`config.mk`:
```
export PLATFORM = sky130hd
export DESIGN_NAME = layer_sched_flat
export DESIGN_NICKNAME = d
export VERILOG_FILES = /design/src/rtl/layer_sched_pkg.sv /design/src/rtl/layer_sched_if.sv /design/src/rtl/layer_sched_dram_port_mux.sv /design/src/rtl/layer_sched.sv /design/src/flat_wrapper.sv
export SDC_FILE = /design/constraint.sdc
export NUM_CORES = 1
export LEC_CHECK = 0
export CORE_AREA = 2 2 125 139
export CTS_CLUSTER_SIZE = 14
export DETAILED_ROUTE_END_ITERATION = 10
export DIE_AREA = 0 0 127 141
export GPL_ROUTABILITY_DRIVEN = 0
export GPL_TIMING_DRIVEN = 0
export PLACE_DENSITY = 0.67
export SYNTH_ARGS = -nofsm -noshare
export SYNTH_HDL_FRONTEND = slang
export SYNTH_SLANG_ARGS = --single-unit
```
`constraint.sdc`:
```
create_clock -name clk -period 3 [get_ports clk]
set_input_delay 0.3 -clock clk [delete_from_list [all_inputs] [get_ports clk]]
set_output_delay 0.3 -clock clk [all_outputs]
set_load 0.02 [all_outputs]
```
`src/rtl/layer_sched_pkg.sv`:
```
// Shared constants for the layer sequencer and the engines it drives.
package layer_sched_pkg;

    localparam int unsigned ENG_ID_W    = 2;
    localparam int unsigned DRAM_ADDR_W = 18;

    localparam logic [ENG_ID_W-1:0] ENG_CONV = 2'd0;
    localparam logic [ENG_ID_W-1:0] ENG_POOL = 2'd1;
    localparam logic [ENG_ID_W-1:0] ENG_FC   = 2'd2;

    localparam logic [1:0] ERR_NONE    = 2'd0;
    localparam logic [1:0] ERR_TIMEOUT = 2'd1;
    localparam logic [1:0] ERR_BAD_ENG = 2'd2;

    // DRAM regions the engines address: weights, input maps, output maps
    localparam logic [DRAM_ADDR_W-1:0] PARAM_BASE = 18'h00000;
    localparam logic [DRAM_ADDR_W-1:0] IFMAP_BASE = 18'h10000;
    localparam logic [DRAM_ADDR_W-1:0] OFMAP_BASE = 18'h20000;

    typedef enum logic [2:0] {
        ST_IDLE   = 3'd0,
        ST_LAUNCH = 3'd1,
        ST_WAIT   = 3'd2,
        ST_DONE   = 3'd3,
        ST_ERR    = 3'd4
    } state_e;

    function automatic int unsigned ptr_width(input int unsigned depth);
        return (depth > 1) ? $clog2(depth) : 1;
    endfunction

endpackage

```
`src/rtl/layer_sched_if.sv`:
```
// Host, engine and DRAM-side signals of the layer sequencer.
interface layer_sched_if
    import layer_sched_pkg::*;
#(
    parameter int unsigned DATA_WIDTH = 32,
    parameter int unsigned ADDR_WIDTH = 18,
    parameter int unsigned NUM_ENG    = 3,
    parameter int unsigned MAX_LAYERS = 8
);
    localparam int unsigned PTR_W = ptr_width(MAX_LAYERS);

    logic                          start;
    logic                          cfg_we;
    logic [PTR_W-1:0]              cfg_idx;
    logic [ENG_ID_W-1:0]           cfg_eng;
    logic [PTR_W:0]                cfg_num;

    logic [NUM_ENG-1:0]            eng_enable;
    logic [NUM_ENG-1:0]            eng_done;
    logic [NUM_ENG*ADDR_WIDTH-1:0] eng_addr_in;
    logic [NUM_ENG*ADDR_WIDTH-1:0] eng_addr_out;
    logic [NUM_ENG*DATA_WIDTH-1:0] eng_data_out;
    logic [NUM_ENG-1:0]            eng_en_rd;
    logic [NUM_ENG-1:0]            eng_en_wr;

    logic [ADDR_WIDTH-1:0]         dram_addr_in;
    logic [ADDR_WIDTH-1:0]         dram_addr_out;
    logic [DATA_WIDTH-1:0]         dram_data_out;
    logic                          dram_en_rd;
    logic                          dram_en_wr;

    logic                          busy;
    logic                          done;
    logic                          err;
    logic [1:0]                    err_code;
    logic [PTR_W-1:0]              cur_layer;

    modport master (
        output start, cfg_we, cfg_idx, cfg_eng, cfg_num,
        output eng_done, eng_addr_in, eng_addr_out, eng_data_out, eng_en_rd, eng_en_wr,
        input  eng_enable,
        input  dram_addr_in, dram_addr_out, dram_data_out, dram_en_rd, dram_en_wr,
        input  busy, done, err, err_code, cur_layer
    );

    modport slave (
        input  start, cfg_we, cfg_idx, cfg_eng, cfg_num,
        input  eng_done, eng_addr_in, eng_addr_out, eng_data_out, eng_en_rd, eng_en_wr,
        output eng_enable,
        output dram_addr_in, dram_addr_out, dram_data_out, dram_en_rd, dram_en_wr,
        output busy, done, err, err_code, cur_layer
    );

endinterface

```
`src/rtl/layer_sched_dram_port_mux.sv`:
```
// NUM_ENG-way selector onto the single DRAM port; all zero when gate_i is low.
module layer_sched_dram_port_mux #(
    parameter int unsigned DATA_WIDTH = 32,
    parameter int unsigned ADDR_WIDTH = 18,
    parameter int unsigned NUM_ENG    = 3,
    parameter int unsigned SEL_W      = 2
) (
    input  logic [SEL_W-1:0]              sel_i,
    input  logic                          gate_i,
    input  logic [NUM_ENG*ADDR_WIDTH-1:0] addr_rd_i,
    input  logic [NUM_ENG*ADDR_WIDTH-1:0] addr_wr_i,
    input  logic [NUM_ENG*DATA_WIDTH-1:0] data_wr_i,
    input  logic [NUM_ENG-1:0]            en_rd_i,
    input  logic [NUM_ENG-1:0]            en_wr_i,
    output logic [ADDR_WIDTH-1:0]         addr_rd_o,
    output logic [ADDR_WIDTH-1:0]         addr_wr_o,
    output logic [DATA_WIDTH-1:0]         data_wr_o,
    output logic                          en_rd_o,
    output logic                          en_wr_o
);

    // An out-of-range select matches no engine and leaves the port idle
    always_comb begin
        addr_rd_o = '0;
        addr_wr_o = '0;
        data_wr_o = '0;
        en_rd_o   = 1'b0;
        en_wr_o   = 1'b0;
        for (int unsigned k = 0; k < NUM_ENG; k++) begin
            if (gate_i && (32'(sel_i) == k)) begin
                addr_rd_o = addr_rd_i[k*ADDR_WIDTH +: ADDR_WIDTH];
                addr_wr_o = addr_wr_i[k*ADDR_WIDTH +: ADDR_WIDTH];
                data_wr_o = data_wr_i[k*DATA_WIDTH +: DATA_WIDTH];
                en_rd_o   = en_rd_i[k];
                en_wr_o   = en_wr_i[k];
            end
        end
    end

endmodule

```
`src/rtl/layer_sched.sv`:
```
// Walks the programmed layer list, launching one engine at a time and
// lending it the DRAM port until it reports done; watchdog on each layer.
module layer_sched
    import layer_sched_pkg::*;
#(
    parameter int unsigned DATA_WIDTH = 32,
    parameter int unsigned ADDR_WIDTH = 18,
    parameter int unsigned NUM_ENG    = 3,
    parameter int unsigned MAX_LAYERS = 8,
    parameter int unsigned TO_WIDTH   = 20
) (
    input logic          clk,
    input logic          srst,
    layer_sched_if.slave bus
);

    localparam int unsigned PTR_W = ptr_width(MAX_LAYERS);
    localparam int unsigned CNT_W = PTR_W + 1;
    // Timeout is taken when the count is about to reach all-ones
    localparam logic [TO_WIDTH-1:0] WD_LAST = {{(TO_WIDTH-1){1'b1}}, 1'b0};

    state_e              state_q, state_d;
    logic [PTR_W-1:0]    ptr_q, ptr_d;
    logic [CNT_W-1:0]    cnt_q, cnt_d;
    logic [TO_WIDTH-1:0] wd_q, wd_d;
    logic [ENG_ID_W-1:0] sel_q, sel_d;
    logic [1:0]          err_code_q, err_code_d;
    logic [ENG_ID_W-1:0] list_q [MAX_LAYERS];
    logic [ENG_ID_W-1:0] list_d [MAX_LAYERS];
    logic [NUM_ENG-1:0]  eng_enable_q, eng_enable_d;
    logic                busy_q, busy_d;
    logic                done_q, done_d;
    logic                err_q, err_d;
    logic                done_sel;

    always_ff @(posedge clk) begin
        if (srst) begin
            state_q      <= ST_IDLE;
            ptr_q        <= '0;
            cnt_q        <= '0;
            wd_q         <= '0;
            sel_q        <= '0;
            err_code_q   <= ERR_NONE;
            eng_enable_q <= '0;
            busy_q       <= 1'b0;
            done_q       <= 1'b0;
            err_q        <= 1'b0;
            for (int unsigned i = 0; i < MAX_LAYERS; i++) begin
                list_q[i] <= '0;
            end
        end else begin
            state_q      <= state_d;
            ptr_q        <= ptr_d;
            cnt_q        <= cnt_d;
            wd_q         <= wd_d;
            sel_q        <= sel_d;
            err_code_q   <= err_code_d;
            eng_enable_q <= eng_enable_d;
            busy_q       <= busy_d;
            done_q       <= done_d;
            err_q        <= err_d;
            list_q       <= list_d;
        end
    end

    always_comb begin
        state_d      = state_q;
        ptr_d        = ptr_q;
        cnt_d        = cnt_q;
        wd_d         = wd_q;
        err_code_d   = err_code_q;
        list_d       = list_q;
        eng_enable_d = '0;
        done_sel     = |(bus.eng_done & (NUM_ENG'(1) << sel_q));

        // List writes land before a same-cycle start reads slot 0
        if (bus.cfg_we && (state_q == ST_IDLE || state_q == ST_ERR)) begin
            list_d[bus.cfg_idx] = bus.cfg_eng;
        end

        case (state_q)
            ST_IDLE, ST_ERR: begin
                if (bus.start) begin
                    cnt_d      = bus.cfg_num;
                    ptr_d      = '0;
                    wd_d       = '0;
                    err_code_d = ERR_NONE;
                    state_d    = (bus.cfg_num == '0) ? ST_DONE : ST_LAUNCH;
                end
            end
            ST_LAUNCH: begin
                if (32'(sel_q) >= NUM_ENG) begin
                    state_d    = ST_ERR;
                    err_code_d = ERR_BAD_ENG;
                end else begin
                    state_d = ST_WAIT;
                end
            end
            ST_WAIT: begin
                wd_d = wd_q + TO_WIDTH'(1);
                if (done_sel) begin
                    if (CNT_W'(ptr_q) == cnt_q - CNT_W'(1)) begin
                        state_d = ST_DONE;
                    end else begin
                        ptr_d   = ptr_q + PTR_W'(1);
                        wd_d    = '0;
                        state_d = ST_LAUNCH;
                    end
                end else if (wd_q == WD_LAST) begin
                    state_d    = ST_ERR;
                    err_code_d = ERR_TIMEOUT;
                end
            end
            ST_DONE: state_d = ST_IDLE;
            default: state_d = ST_IDLE;
        endcase

        // Outputs are decoded from the next state so they align with it
        sel_d = (state_d == ST_LAUNCH) ? list_d[ptr_d] : sel_q;
        if (state_d == ST_LAUNCH && 32'(sel_d) < NUM_ENG) begin
            eng_enable_d = NUM_ENG'(1) << sel_d;
        end
        busy_d = (state_d == ST_LAUNCH) || (state_d == ST_WAIT);
        done_d = (state_d == ST_DONE);
        err_d  = (state_d == ST_ERR);
    end

    assign bus.eng_enable = eng_enable_q;
    assign bus.busy       = busy_q;
    assign bus.done       = done_q;
    assign bus.err        = err_q;
    assign bus.err_code   = err_code_q;
    assign bus.cur_layer  = ptr_q;

    layer_sched_dram_port_mux #(
        .DATA_WIDTH (DATA_WIDTH),
        .ADDR_WIDTH (ADDR_WIDTH),
        .NUM_ENG    (NUM_ENG),
        .SEL_W      (ENG_ID_W)
    ) u_dram_mux (
        .sel_i     (sel_q),
        .gate_i    (busy_q),
        .addr_rd_i (bus.eng_addr_in),
        .addr_wr_i (bus.eng_addr_out),
        .data_wr_i (bus.eng_data_out),
        .en_rd_i   (bus.eng_en_rd),
        .en_wr_i   (bus.eng_en_wr),
        .addr_rd_o (bus.dram_addr_in),
        .addr_wr_o (bus.dram_addr_out),
        .data_wr_o (bus.dram_data_out),
        .en_rd_o   (bus.dram_en_rd),
        .en_wr_o   (bus.dram_en_wr)
    );

endmodule
```
`src/flat_wrapper.sv`:
```
// flat-port wrapper written by rule: the top's interface ports become plain ports
module layer_sched_flat import layer_sched_pkg::*;
#(
    parameter int unsigned DATA_WIDTH = 32,
    parameter int unsigned ADDR_WIDTH = 18,
    parameter int unsigned NUM_ENG    = 3,
    parameter int unsigned MAX_LAYERS = 8,
    parameter int unsigned TO_WIDTH   = 20
)
  (clk, srst, bus_start, bus_cfg_we, bus_cfg_idx, bus_cfg_eng, bus_cfg_num, bus_eng_done, bus_eng_addr_in, bus_eng_addr_out, bus_eng_data_out, bus_eng_en_rd, bus_eng_en_wr, bus_eng_enable, bus_dram_addr_in, bus_dram_addr_out, bus_dram_data_out, bus_dram_en_rd, bus_dram_en_wr, bus_busy, bus_done, bus_err, bus_err_code, bus_cur_layer);
  layer_sched_if #(.DATA_WIDTH(DATA_WIDTH), .ADDR_WIDTH(ADDR_WIDTH), .NUM_ENG(NUM_ENG), .MAX_LAYERS(MAX_LAYERS)) bus_i ();
  input logic clk;
  input logic srst;
  input wire logic [$bits(bus_i.start)-1:0] bus_start;
  input wire logic [$bits(bus_i.cfg_we)-1:0] bus_cfg_we;
  input wire logic [$bits(bus_i.cfg_idx)-1:0] bus_cfg_idx;
  input wire logic [$bits(bus_i.cfg_eng)-1:0] bus_cfg_eng;
  input wire logic [$bits(bus_i.cfg_num)-1:0] bus_cfg_num;
  input wire logic [$bits(bus_i.eng_done)-1:0] bus_eng_done;
  input wire logic [$bits(bus_i.eng_addr_in)-1:0] bus_eng_addr_in;
  input wire logic [$bits(bus_i.eng_addr_out)-1:0] bus_eng_addr_out;
  input wire logic [$bits(bus_i.eng_data_out)-1:0] bus_eng_data_out;
  input wire logic [$bits(bus_i.eng_en_rd)-1:0] bus_eng_en_rd;
  input wire logic [$bits(bus_i.eng_en_wr)-1:0] bus_eng_en_wr;
  output wire logic [$bits(bus_i.eng_enable)-1:0] bus_eng_enable;
  output wire logic [$bits(bus_i.dram_addr_in)-1:0] bus_dram_addr_in;
  output wire logic [$bits(bus_i.dram_addr_out)-1:0] bus_dram_addr_out;
  output wire logic [$bits(bus_i.dram_data_out)-1:0] bus_dram_data_out;
  output wire logic [$bits(bus_i.dram_en_rd)-1:0] bus_dram_en_rd;
  output wire logic [$bits(bus_i.dram_en_wr)-1:0] bus_dram_en_wr;
  output wire logic [$bits(bus_i.busy)-1:0] bus_busy;
  output wire logic [$bits(bus_i.done)-1:0] bus_done;
  output wire logic [$bits(bus_i.err)-1:0] bus_err;
  output wire logic [$bits(bus_i.err_code)-1:0] bus_err_code;
  output wire logic [$bits(bus_i.cur_layer)-1:0] bus_cur_layer;
  assign bus_i.start = bus_start;
  assign bus_i.cfg_we = bus_cfg_we;
  assign bus_i.cfg_idx = bus_cfg_idx;
  assign bus_i.cfg_eng = bus_cfg_eng;
  assign bus_i.cfg_num = bus_cfg_num;
  assign bus_i.eng_done = bus_eng_done;
  assign bus_i.eng_addr_in = bus_eng_addr_in;
  assign bus_i.eng_addr_out = bus_eng_addr_out;
  assign bus_i.eng_data_out = bus_eng_data_out;
  assign bus_i.eng_en_rd = bus_eng_en_rd;
  assign bus_i.eng_en_wr = bus_eng_en_wr;
  assign bus_eng_enable = bus_i.eng_enable;
  assign bus_dram_addr_in = bus_i.dram_addr_in;
  assign bus_dram_addr_out = bus_i.dram_addr_out;
  assign bus_dram_data_out = bus_i.dram_data_out;
  assign bus_dram_en_rd = bus_i.dram_en_rd;
  assign bus_dram_en_wr = bus_i.dram_en_wr;
  assign bus_busy = bus_i.busy;
  assign bus_done = bus_i.done;
  assign bus_err = bus_i.err;
  assign bus_err_code = bus_i.err_code;
  assign bus_cur_layer = bus_i.cur_layer;
  layer_sched #(.DATA_WIDTH(DATA_WIDTH), .ADDR_WIDTH(ADDR_WIDTH), .NUM_ENG(NUM_ENG), .MAX_LAYERS(MAX_LAYERS), .TO_WIDTH(TO_WIDTH)) u_core (.clk(clk), .srst(srst), .bus(bus_i));
endmodule
```
### Word level (Yosys, flattened, before mapping)

Index checks and enable logic that the tools add are counted.

| word-level totals | value |
|---|---|
| bits in registers | 56 |
| bits in latches | 0 |
| bits in writable memories | 0 |
| ROM bits | 0 |
| memories | 0 |

| operators by class | value |
|---|---|
| $add $sub $neg | 3 |
| $mul | 0 |
| div/mod/pow operators | 0 |
| magnitude comparators | 5 |
| eq/ne operators | 15 |
| shift operators | 2 |
| muxes and demuxes | 43 |
| bitwise logic cells | 4 |
| reduce and logical (&&, ||, !) cells | 19 |

Operators with widths:

| kind | count |
|---|---|
| 2-to-1 mux 18 bit | 6 |
| 2-to-1 mux 32 bit | 3 |
| 2-to-1 mux 20 bit | 3 |
| case mux 20 bit (2 select lines) | 1 |
| 2-to-1 mux 3 bit | 7 |
| adder 20 x 1 -> 20 bit (second input constant) | 1 |
| equality test 20 bit (second input constant) | 1 |
| 2-to-1 mux 2 bit | 10 |
| bitwise mux 16 bit | 1 |
| 2-to-1 mux 16 bit | 1 |
| equality test 3 x 2 -> 1 bit (second input constant) | 3 |
| case mux 3 bit (3 select lines) | 1 |
| >= comparator 4 bit (second input constant) | 2 |
| NOT 3 -> 4 bit | 2 |
| binary-select mux 2 bit (select 3 bit) | 1 |
| demux 2 bit (select 3 bit) | 1 |
| equality test 3 x 1 -> 1 bit (second input constant) | 2 |
| equality test 3 bit (second input constant) | 2 |
| logical AND 1 bit | 6 |
| 2-to-1 mux 1 bit | 6 |
| case mux 2 bit (3 select lines) | 1 |
| case mux 3 bit (2 select lines) | 1 |
| left shift 1 x 2 -> 3 bit (first input constant) | 2 |
| AND reduction 5 bit | 1 |
| 21 further kinds | 26 |

### Logic depth before layout (Yosys ltp)

| logic depth | value |
|---|---|
| depth in word-level cells | 15 |
| depth in mapped cells | 10 |
| mapped depth without buffers | 10 |

### Modules after synthesis

From an unflattened synthesis, not the netlist that was laid out.

| unflattened totals | value |
|---|---|
| cells, all modules | 676 |
| area, all modules | 5322.6 um^2 |

Modules (own cells, without submodules):

| module | instances | cells an instance | area an instance (um^2) | seq. area each (um^2) |
|---|---|---|---|---|
| layer_sched | 1 | 359 | 2906.5 | 1121.1 |
| layer_sched_dram_port_mux | 1 | 317 | 2416.1 | 0.0 |

### Worst setup path after synthesis

No wires, ideal clock.

| timing path | value |
|---|---|
| path type | register to register |
| start point | register u_core.cnt_q[0] |
| end point | register u_core.eng_enable_q[1] (netlist: u_core.bus.eng_enable[1]) |
| arrival time | 2.394 ns |
| required time | 2.913 ns |
| slack | 0.519 ns |
| cell stages (with the launch flop) | 11 |
| clock period less this slack | 2.481 ns |
| path through | dfxtp_1 -> inv_1 -> ha_1 -> xnor2_1 -> o31a_2 -> nor2_2 -> or4_4 -> and3_4 -> a311oi_2 -> nor2_1 -> nor4b_2 |

| between the ends | value |
|---|---|
| longest elaborated chain between the ends | 14 |

RTL lines:

| what | line | text |
|---|---|---|
| start: declaration | layer_sched.sv:24 | `logic [CNT_W-1:0] cnt_q, cnt_d;` |
| start signal: assignment | layer_sched.sv:54 | `cnt_q <= cnt_d;` |
| subtractor 4 x 1 -> 4 bit (*) | layer_sched.sv:102 | `if (CNT_W'(ptr_q) == cnt_q - CNT_W'(1)) begin` |
| equality test 3 x 4 -> 1 bit (*) | layer_sched.sv:102 |  |
| 2-to-1 mux 3 bit | layer_sched.sv:102 |  |
| 2-to-1 mux 3 bit | layer_sched.sv:101 | `if (done_sel) begin` |
| case mux 3 bit (2 select lines) | layer_sched.sv:81 | `case (state_q)` |
| NOT 3 -> 4 bit (not written as such) | layer_sched.sv:119 | `sel_d = (state_d == ST_LAUNCH) ? list_d[ptr_d] : sel_q;` |
| binary-select mux 2 bit (select 3 bit) | layer_sched.sv:119 |  |
| 2-to-1 mux 2 bit (not written as such) (2 in a row) | layer_sched.sv:119 |  |
| 2-to-1 mux 2 bit | layer_sched.sv:119 |  |
| less-than comparator 2 bit | layer_sched.sv:120 | `if (state_d == ST_LAUNCH && 32'(sel_d) < NUM_ENG) begin` |
| logical AND 1 bit | layer_sched.sv:120 |  |
| NOT 1 bit (no source line) | -- |  |
| OR reduction 2 bit (no source line) | -- |  |
| end signal: assignment | layer_sched.sv:58 | `eng_enable_q <= eng_enable_d;` |
| end: declaration | layer_sched.sv:30 | `logic [NUM_ENG-1:0] eng_enable_q, eng_enable_d;` |

Mark *: on every way between the ends. The rest lies on a longest branch, timed or not. The select of a mux whose other input is x is not followed.
A chain may end at the register's enable or synchronous reset.

### Final worst setup path

| timing path | value |
|---|---|
| start point | register u_core.sel_q[1] |
| end point | output port bus_dram_data_out[25] |

| between the ends | value |
|---|---|
| longest elaborated chain between the ends | 5 |

RTL lines:

| what | line | text |
|---|---|---|
| start: declaration | layer_sched.sv:26 | `logic [ENG_ID_W-1:0] sel_q, sel_d;` |
| start signal: assignment | layer_sched.sv:56 | `sel_q <= sel_d;` |
| logical NOT 2 bit | layer_sched_dram_port_mux.sv:30 | `if (gate_i && (32'(sel_i) == k)) begin` |
| logical AND 1 bit | layer_sched_dram_port_mux.sv:30 |  |
| 2-to-1 mux 32 bit (2 in a row) | layer_sched_dram_port_mux.sv:30 |  |
| 2-to-1 mux 32 bit (*) | layer_sched_dram_port_mux.sv:30 |  |
| end: declaration | flat_wrapper.sv:28 | `output wire logic [$bits(bus_i.dram_data_out)-1:0] bus_dram_data_out;` |

Mark *: on every way between the ends. The rest lies on a longest branch, timed or not.

==> results.yml <==
outcome:
  run_status: "finished, final reports clean"
synth:
  post_synth_fa_ha_maj_area_fraction: 0.0102
  synth_edf_count: 0
  synth.net_count: 894
  synth.area.mux_share: 0.173
  ys_seq_area_frac: 0.229
  dominant_combinational_cell_family_by_area_after_synthesis: "simple AND/OR/NAND/NOR gates"
  synth-xor-area-share: 0.0269
  compound_gate_portion_of_the_synthesized_area: 0.191
  synth_cell_types: 72
  synth_ff_type: "dfxtp_1"
  postSynthAreaPerCell_um2: 7.36
  post_synth_and_or_nand_nor_area_fraction: 0.320
  synth_async_sr_flop_share: 0
  synth.cell_area_mm2: 0.00489
  synth_register_bits: 56
  synthCells: 664
  synth-warning-count: 0
pwr:
  total_power_mw: 3.34
  power.ir.vdd_worst_v: 0.000271
  leakage_power_nw: 3.00
  switch_pwr_mw: 1.31
  share_comb_of_total_power: 0.579
  part_of_the_power_in_registers: 0.241
  power.clock.fraction: 0.180
  power.switching_fraction: 0.394
  intPower_mw: 2.02
  pwr_density_cell_mw_per_mm2: 399
route:
  detail_route.wl_per_cell_um: 17.3
  route.vias.total: 5796
  antenna_violating_nets_post_route: 0
  postRouteWirelength_um: 20500
  drtIter0Drc: 325
  post-route-drc-count: 0
  vias_per_cell: 4.89
  drtPass1Iterations: 5
sta:
  hold-worst-slack_ps: 458
  report.final.slew_viol_count: 0
  rsz0062_at_grt: "false"
  final_worst_path_period_share: 0.955
  setup_viol_count_final: 0
  final_period_minus_worst_setup_slack_ps: 2860
  hold_violations: 0
  fin_skew_ps: 8.37
  timing.final.ws_setup_ps: 136
  fmax_ghz: 0.349
  slew_headroom: 0.562
  fin_setup_tns_ps: 0
  max_slew.worst_pin.slew_ps: 657
place:
  dpl_worst_slack_ps: -71.6
  detailed_place.area_mm2: 0.00819
  port-buffer-count: 304
  dpl.hpwl_um: 17000
  dp.cells: 1176
critical_path:
  reg2regPathDepth: 12
  reg2reg_slack_ps: 170
  crit_path_cell_trace: "buf_4, buf_2, mux2i_1, o21ai_0, and2_1, clkdlybuf4s50_1"
  arrival_ps: 2560
  setup.worst_path.start_class: "register"
  timing.setup.critical_path_class: "reg -> out"
  cpPeakStageDelay_ps: 540
  required_ps: 2700
  largest_driver_fanout_on_the_critical_path: 10
  timing.critical_path.slowest_stage_cell: "clkdlybuf4s50_1"
  critical_path.endpoint_type: "output pin"
grt:
  grtUsageTotal: 0.216
  met3_usage_in_global_routing: 0.0349
  busiest_layer: "met2"
  global_route_met2_utilization: 0.395
  groute.layer.met1.usage: 0.262
  grt_antenna_before_repair: 2
  grt_first_pass_wirelength_um: 30600
  grt.overflow.total: 0
  grt_max_degree: 19
  grt_pass1_vias: 5536
cells_and_area:
  finalCoreUtilization: 0.503
  layout_common_cells: "clkdlybuf4s50_1, nand2_1, o21ai_0"
  final_common_cell: "clkdlybuf4s50_1"
  finalNonFillerCells: 1186
  area_growth_pct: 71.3
  finalNetCount: 1206
  share_of_post_route_cells_with_drive_strength_above_1: 0.0563
  filler_instances: 1683
  stdcell_area_mm2: 0.00837
clocking:
  cts_tree: "done"
  cts_root_buf: "clkbuf_16"
  clock_sinks: 56
  cts-buffers-inserted: 5
  h-tree-depth: 2
  worstSkewPairLatency_ps: 300
  clk_pin_slew_ps: 70
  clock_path_buffers: 2
die:
  core_area_mm2: 0.0166
  dieWidth_um: 127
  chipHeight_um: 141
  dieArea_mm2: 0.0179
  pin_count: 307
  core.rowCount: 50
  initial_core_util: 0.294
hold_path:
  hold_class: "in -> reg"
  min_path_cells: 3
run:
  maxCapViolations: 0
## power by group through the flow
stage	clock (mW)	combinational (mW)	sequential, mW
floorplan	0	1.03	0.822
global placement	0	1.92	0.822
detailed placement	0	1.93	0.823
CTS	0.608	1.93	0.806
global route	0.634	2.08	0.809
finish	0.601	1.93	0.804
## repair_timing
item / 4_1_cts / 5_1_grt
pin swaps: 0 / 1
setup endpoints to repair: 8 / 28
cloned: 0 / 0
gates resized for setup: 4 / 13
buffers inserted: 0 / 2
hold buffers: 0 / 0
## registers in the layout (all words and copies together) (netlist names)
name / cells
u_core.bus.err_code: 2
u_core.list_q: 16
u_core.state_q: 3
u_core.sel_q: 2
u_core.bus.done: 1
u_core.bus.eng_enable: 3
u_core.bus.busy: 1
u_core.cnt_q: 4
u_core.wd_q: 20
u_core.bus.cur_layer: 3
u_core.bus.err: 1
## area by class of cell
cell class | count | area [um^2] | area share
Tap cell | 208 | 260 | 0.0311
Timing Repair Buffer | 306 | 3060 | 0.365
Inverter | 5 | 18.8 | 0.00224
Clock buffer | 5 | 125 | 0.0149
Buffer | 44 | 231 | 0.0276
Sequential cell | 56 | 1120 | 0.134
Antenna cell | 1 | 2.50 | 0.000299
Multi-Input combinational cell | 558 | 3530 | 0.422
Clock inverter | 3 | 22.5 | 0.00269
## metal layers
layer | share of wire | vias to the layer above
met1 | 0.41 | 2606
met4 | 0.021 | 0
li1 | - | 2956
met3 | 0.062 | 26
met5 | 0 | -
met2 | 0.50 | 208
## synth_stat cells (all sizes together) (2+ instances only)
cell | n | area [um^2]
a221oi | 2 | 23.8
a31oi | 4 | 25.0
xor2 | 12 | 105
o21a | 3 | 22.5
nand2 | 107 | 402
and4 | 2 | 17.5
nand4 | 10 | 62.6
nor3b | 4 | 35.0
or3 | 5 | 31.3
nor2 | 55 | 209
inv | 5 | 18.8
nor4b | 2 | 30.0
or2 | 2 | 12.5
a22oi | 3 | 22.5
nor2b | 5 | 31.3
and3 | 7 | 50.1
o21ai | 88 | 440
dfxtp | 56 | 1120
nor3 | 10 | 55.1
o211ai | 6 | 63.8
nor4 | 3 | 18.8
a211oi | 4 | 40.0
clkbuf | 31 | 136
a21oi | 24 | 131
nand3 | 13 | 65.1
clkdlybuf4s50 | 2 | 22.5
or4 | 2 | 18.8
buf | 12 | 65.1
xnor2 | 3 | 26.3
nand2b | 4 | 32.5
and2 | 71 | 447
ha | 4 | 50.1
o31a | 2 | 18.8
mux2i | 83 | 835
o31ai | 2 | 15.0
## critical path: cells and delay by family, from the launching register on
kind,cells,cell delay [ps]
compound gates,1,120
buf+inv,3,1160
flops,1,330
mux,1,470
simple gates,1,180
## cell families after synthesis
kind of cell	count (synthesis)
XOR/XNOR	15
AND/OR/NAND/NOR	307
flip-flops	56
adder cells (fa/ha/maj)	4
AO/OA/AOI/OAI	148
multiplexers	84
buffers and inverters	50
## worst paths after layout
kind	to	from
worst max-delay path	bus_dram_data_out[25]	u_core.sel_q[1]$_SDFF_PP0_
worst min-delay path	u_core.list_q[12]$_SDFF_PP0_	bus_cfg_eng[0]
worst max register to register	u_core.bus.eng_enable[1]$_SDFF_PP0_	u_core.cnt_q[0]$_SDFFE_PP0P_
worst min register to register	u_core.cnt_q[1]$_SDFFE_PP0P_	u_core.cnt_q[1]$_SDFFE_PP0P_
Power figures use the tool's default switching activity.
